File: config.mk
export PLATFORM = sky130hd
export DESIGN_NAME = uart_word_sender
export DESIGN_NICKNAME = d
export VERILOG_FILES = /design/src/rtl/uart_word_sender.sv
export SDC_FILE = /design/constraint.sdc
export NUM_CORES = 1
export LEC_CHECK = 0
export ABC_CLOCK_PERIOD_IN_PS = 3400
export CORE_MARGIN = 2
export CORE_UTILIZATION = 52
export CTS_CLUSTER_DIAMETER = 80
export CTS_CLUSTER_SIZE = 40
export DETAILED_ROUTE_END_ITERATION = 8
export PLACE_DENSITY_LB_ADDON = 0.3
export REMOVE_ABC_BUFFERS = 1
export SETUP_SLACK_MARGIN = 0.4
export SLEW_MARGIN = 20
export SYNTH_ARGS = -nofsm -noshare
export SYNTH_HDL_FRONTEND = slang
export SYNTH_SLANG_ARGS = --single-unit
File: constraint.sdc
create_clock -name clk -period 3.4 [get_ports clk]
set_clock_uncertainty 0.05 [all_clocks]
set_input_delay 0.68 -clock clk [delete_from_list [all_inputs] [get_ports clk]]
set_output_delay 0.68 -clock clk [all_outputs]
set_load 0.02 [all_outputs]
File: src/rtl/uart_word_sender.sv
// Word-to-byte serialiser feeding a UART transmitter: small word FIFO in front of an
// IDLE/START/WAIT sequencer that emits each word LSB byte first, paced by tx_done.
module uart_word_sender #(
  parameter int DATA_WIDTH = 32,
  parameter int BYTE_WIDTH = 8,
  parameter int FIFO_DEPTH = 4
) (
  input  logic                          clk,
  input  logic                          arst_n,
  input  logic                          word_valid,
  input  logic [DATA_WIDTH-1:0]         word_in,
  output logic                          word_ready,
  input  logic                          tx_done,
  output logic                          tx_start,
  output logic [BYTE_WIDTH-1:0]         tx_byte,
  output logic                          busy,
  output logic [$clog2(FIFO_DEPTH):0]   fifo_count
);

  localparam int PTR_W  = $clog2(FIFO_DEPTH);
  localparam int CNT_W  = PTR_W + 1;
  localparam int NBYTES = DATA_WIDTH / BYTE_WIDTH;
  localparam int IDX_W  = (NBYTES > 1) ? $clog2(NBYTES) : 1;
  localparam logic [IDX_W-1:0] LAST_IDX = IDX_W'(NBYTES - 1);
  localparam logic [CNT_W-1:0] FULL_CNT = CNT_W'(FIFO_DEPTH);

  typedef enum logic [1:0] {ST_IDLE, ST_START, ST_WAIT} state_t;

  state_t                state_q, state_d;
  logic [PTR_W-1:0]      wr_ptr_q, wr_ptr_d;
  logic [PTR_W-1:0]      rd_ptr_q, rd_ptr_d;
  logic [CNT_W-1:0]      count_q, count_d;
  logic [DATA_WIDTH-1:0] shreg_q, shreg_d;
  logic [IDX_W-1:0]      byte_idx_q, byte_idx_d;
  logic [DATA_WIDTH-1:0] fifo_mem [FIFO_DEPTH];
  logic                  push, pop;
  logic                  last_byte;

  // Ready comes only from the registered count, so a same-cycle pop never frees a slot early.
  assign word_ready = (count_q != FULL_CNT);
  assign push       = word_valid && word_ready;
  assign pop        = (state_q == ST_IDLE) && (count_q != '0);
  assign last_byte  = (byte_idx_q == LAST_IDX);

  always_ff @(posedge clk) begin
    if (!arst_n) begin
      state_q    <= ST_IDLE;
      wr_ptr_q   <= '0;
      rd_ptr_q   <= '0;
      count_q    <= '0;
      shreg_q    <= '0;
      byte_idx_q <= '0;
    end else begin
      state_q    <= state_d;
      wr_ptr_q   <= wr_ptr_d;
      rd_ptr_q   <= rd_ptr_d;
      count_q    <= count_d;
      shreg_q    <= shreg_d;
      byte_idx_q <= byte_idx_d;
    end
  end

  always_ff @(posedge clk) begin
    if (push) begin
      fifo_mem[wr_ptr_q] <= word_in;
    end
  end

  always_comb begin
    state_d = state_q;
    case (state_q)
      ST_IDLE:  if (pop) state_d = ST_START;
      ST_START: state_d = ST_WAIT;
      ST_WAIT: begin
        if (tx_done) state_d = last_byte ? ST_IDLE : ST_START;
      end
      default:  state_d = ST_IDLE;
    endcase
  end

  always_comb begin
    wr_ptr_d   = wr_ptr_q + PTR_W'(push);
    rd_ptr_d   = rd_ptr_q + PTR_W'(pop);
    count_d    = count_q + CNT_W'(push) - CNT_W'(pop);
    shreg_d    = shreg_q;
    byte_idx_d = byte_idx_q;
    if (pop) begin
      shreg_d    = fifo_mem[rd_ptr_q];
      byte_idx_d = '0;
    end else if ((state_q == ST_WAIT) && tx_done && !last_byte) begin
      shreg_d    = shreg_q >> BYTE_WIDTH;
      byte_idx_d = byte_idx_q + IDX_W'(1);
    end
  end

  always_comb begin
    tx_start = (state_q == ST_START);
    busy     = (state_q != ST_IDLE) || (count_q != '0);
  end

  assign tx_byte    = shreg_q[BYTE_WIDTH-1:0];
  assign fifo_count = count_q;

endmodule
* Word level (Yosys, flattened, before mapping) *
Memory sizes are Yosys's and may differ from the RTL's. A register that Yosys moved wholly into a read port is not among the register bits.
Cells that the tools add are included.

storage, ports and cells
  register bits = 43
  bits in latches = 0
  memory bits (writable) = 128
  memory bits (read-only) = 0
  output and inout port bits = 14
  memories kept = 1

operators by class
  add/sub/neg operators = 5
  $mul = 0
  div/mod/pow operators = 0
  $lt $le $gt $ge = 0
  equality and inequality tests = 6
  shifts and indexed selects = 0
  multiplexer cells = 9
  bitwise logic cells = 1
  reduce and logical (&&, ||, !) cells = 12

memory list
  name      depth  width  read ports  clocked after Yosys merged registers in  wr ports  line  source
  fifo_mem  4      32     1           1                                        1         35    logic [DATA_WIDTH-1:0] fifo_mem [FIFO_DEPTH];

operator list
  cell                                                                    number
  32-bit 2-to-1 mux                                                       2
  2-bit 2-to-1 mux                                                        3
  2-bit one-hot mux with 3 select lines                                   1
  2-bit by 1-bit adder with 2-bit output                                  2
  2-bit equality test (second input constant)                             2
  1-bit logical AND                                                       4
  2-bit != test (second input constant)                                   2
  2-bit nonzero test                                                      2
  3-bit by 1-bit adder with 3-bit output                                  1
  1-bit 2-to-1 mux                                                        3
  3-bit != test (second input constant)                                   1
  3-bit nonzero test                                                      1
  3-bit by 1-bit subtractor with 3-bit output                             1
  2-bit by 1-bit adder with 2-bit output (second input constant)          1
  2-bit by 1-bit equality test with 1-bit output (second input constant)  1
  2-bit zero test                                                         1
  2-bit AND reduction                                                     1
  2-bit OR reduction                                                      1
  1-bit zero test                                                         1
  1-bit logical OR                                                        1
  1-bit inverter                                                          1

* Logic depth before layout (Yosys ltp) *
  depth after elaboration = 5
  gate-level depth with buffers = 11
  gate-level depth less buffers = 10

* Least setup slack after synthesis *
Ideal clock, no wire load.

  path type = reg2reg
  start point = register count_q[1], in the netlist fifo_count[1]
  end point = memory fifo_mem[1][0] (enable)
  arrival time = 3342 ps
  path slack = -460 ps
  cell stages (with the launch flop) = 4
  clock period less this slack = 3860 ps
  path through = dfxtp_1 or3b_2 nand2_1 nor3b_1

on the way
  cells in the longest elaborated chain, start to end = 4

ends and longest elaborated chain
  item                                    line  source
  start, declared                         32    logic [CNT_W-1:0] count_q, count_d;
  start signal, assigned                  57    count_q <= count_d;
  3-bit != test                           40    assign word_ready = (count_q != FULL_CNT);
  net word_ready                          12    output logic word_ready,
  1-bit logical AND                       41    assign push = word_valid && word_ready;
  1-bit 2-to-1 mux                        64    if (push) begin
  1-bit 2-to-1 mux (implied by the code)  65    fifo_mem[wr_ptr_q] <= word_in;
  end, declared                           35

The timed path passes the listed nets, and every way through them passes these cells.

* Worst setup path after layout *
  start point = register count_q[1], in the netlist fifo_count[1]
  end point = output port word_ready

on the way
  cells in the longest elaborated chain, start to end = 1

ends and longest elaborated chain
  item           line
  3-bit != test  40
  end, declared  12

Every way passes these cells.

==> flow_metrics.tcl <==
set metrics [dict create \
    place_inst 556 \
    setup_viol 0 \
    coreArea_sq_mm 0.01216 \
    die_area_sq_mm 0.01351 \
    htree_levels 4 \
    grt_use_total_pct 18.26 \
    slowest_delay_ns 0.55 \
    synth_top_family_by_area "multiplexers" \
    critPathSlowestCell "clkdlybuf4s50_1" \
    maxSlewHeadroom_pct 50.66 \
    ant_nets 0 \
    synth_top_area_cell "edfxtp_1" \
    rows 40 \
    worstSkewPairLatency_ns 0.42 \
    yosysUniqueCellTypes 39 \
    p_leak_nw 2.578 \
    fillers 865 \
    synth_ff_type "edfxtp_1" \
    critPathMaxFanout 6 \
    viasPerCell 5.689 \
    yosys_warnings 0 \
    synthSimpleGateAreaFrac_pct 4.662 \
    internal_power_mw 4.677 \
    worstSetupStartpointType "register" \
    arrival_ns 1.85 \
    synthToLayoutAreaGrowth_pct 19.24 \
    crit_start "fifo_count[1]$_SDFF_PN0_" \
    synth_edf_count 128 \
    cts_setup_buffers 0 \
    min-delay-start "byte_idx_q[1]$_SDFFE_PP0P_" \
    fin_crit_ns 2.579 \
    finalHoldViolCount 0 \
    route.detailed.drc 0 \
    initialDrtViolationCount 182 \
    synthCells 356 \
    max_cap_viol_count 0 \
    drive_above_1_share_pct 18.81 \
    ir_drop_mv 0.5774 \
    async_flop_share_pct 0 \
    timing.setup.tns_ns 0 \
    grt_max_degree 33 \
    numCtsBuffers 17 \
    cts.clk_slew.worst_paths_ns 0.06 \
    gp_congestion 0.7206 \
    fin_cells 588 \
    worst_pin_slew_ns 0.7401 \
    switching_power_mw 1.708 \
    port_buffers 49 \
    synth_fa_ha_area_share_pct 1.261 \
    reg2reg_from "fifo_count[1]$_SDFF_PN0_" \
    pwr-share-seq_pct 44.8 \
    rsz0062_at_grt "no" \
    path_cells "or3b_2, clkdlybuf4s50_1" \
    ys_seq_elements 171 \
    die_width_microns 116.2 \
    grt_pass1_vias 3415 \
    synth-compound-area-share_pct 4.815 \
    timing_worst_setup_path_type "register to output pin" \
    synth_top_area_share_pct 58.69 \
    cts_root_buf "clkbuf_16" \
    grt.overflow.total 0 \
    antenna_cells 0 \
    p_per_area_mw_per_mm2 817.6 \
    cts_hold_buffers 0 \
    clockBufferDepth 2 \
    hold_ws_ns 0.4184 \
    grt_antenna_before_repair 0 \
    endpoint_kind "output pin" \
    power_frac_clock_pct 31.9 \
    via_count 3345 \
    p_comb_share_pct 23.3 \
    avgSynthCellArea_sq_um 18.40 \
    yosysSeqAreaShare_pct 71.84 \
    cts_tree "built" \
    clock_sinks 171 \
    grt_pass1_wl_microns 17580 \
    routedWlPerCell_microns 19.31 \
    post_cts_resized 0 \
    synthXorXnorAreaFrac_pct 0.6687 \
    synthMuxAreaShare_pct 13.76 \
    power.total_mw 6.384 \
    drt-pass1-iter-count 7 \
    final_common_cell "edfxtp_1" \
    initial_utilization_pct 53.85 \
    syn-cell-area_sq_mm 0.006549 \
    status "completed" \
    wl_microns 11360 \
    drv_slew 0 \
    crit_required_ns 2.67 \
    worstHoldPathType "register to register" \
    period_share_pct 75.86 \
    layout_common_cells "edfxtp_1, clkdlybuf4s50_1, dfxtp_1, mux4_2, o2bb2ai_1" \
    chipHeight_microns 116.2 \
    dpl.hpwl_microns 6410 \
    max_freq_mhz 387.7 \
    synth_area_leaders "edfxtp_1, dfxtp_1, mux4_2" \
    fin_nets 449 \
    io_pins 50 \
    swShare_pct 26.75 \
]
-- worst max-delay path, delay by kind of cell (launching register included) --
kind,cells,cell delay [ns]
buffers and inverters,1,0.55
flip-flops,1,0.38
AND/OR/NAND/NOR,1,0.51
-- final timing paths --
path                           endpoint  slack [ns]  cells after the start
min reg2reg  byte_idx_q[1]$_SDFFE_PP0P_        0.42                      2
min          byte_idx_q[1]$_SDFFE_PP0P_        0.42                      2
max reg2reg    fifo_count[2]$_SDFF_PN0_        0.84                     10
max                          word_ready        0.82                      2
-- layout make-up --
type	instances	area, sq um	share of cell area [%]
clock buffers	19	432.9	5.544
well taps	168	210.2	2.692
multi-input cells	152	1663	21.29
repair buffers	62	588.1	7.531
flip-flops and latches	171	4706	60.26
inverters	3	11.26	0.1442
clock inverters	13	197.7	2.532
-- power groups by stage --
| stage | clock network (mW) | registers (mW) | logic, mW |
|---|---|---|---|
| after floorplan | 0 | 2.96 | 0.870 |
| after global placement | 0 | 2.89 | 1.47 |
| after detailed placement | 0 | 2.91 | 1.50 |
| after CTS | 2.08 | 2.87 | 1.52 |
| after global routing | 2.15 | 2.91 | 1.63 |
| final | 2.04 | 2.86 | 1.49 |
-- logic make-up after synthesis --
family / Yosys count
AOI/OAI and AO/OA: 38
xor gates and xnor gates: 5
adders and majority gates: 6
buffers and inverters: 33
DFF: 171
muxes: 50
and+or+nand+nor: 53
-- metal layers --
metal / part of all wire (%) / GRT usage (%) / vias up
met3: 4.3 / 5.605 / 17
met5: 0 / 0 / -
met2: 52 / 31.05 / 76
met1: 42 / 21.61 / 1724
li1: - / - / 1528
met4: 1.4 / 8.016 / 0
-- metrics by stage --
step           worst slack [ns]  util (%)  cell area, sq um
2_1_floorplan           -0.4596         -              6364
3_3_place_gp             0.6586     59.02              7178
3_5_place_dp             0.6026     59.02              7178
4_1_cts                  0.7876     64.21              7809
5_1_grt                  0.6521     64.21              7809
6_report                 0.8207     64.21              7809
-- cells in the mapped netlist (all sizes together) (2+ instances only) --
master	n
nor3b	3
nand3	14
nor2	5
ha	5
o2bb2ai	26
mux4	32
nand4	4
o21ai	2
dfxtp	43
o211ai	2
mux2i	18
nor3	2
nand2	8
clkbuf	9
nor2b	2
inv	3
and2	6
a211oi	2
buf	21
a211o	2
o311ai	2
xor2	2
and3	2
edfxtp	128
xnor2	3
-- state kept, by name, summed over array words and instances (netlist names) --
name        count
byte_idx_q      2
fifo_count      3
fifo_mem      128
rd_ptr_q        2
shreg_q        32
state_q         2
wr_ptr_q        2
Power figures use the tool's default switching activity.
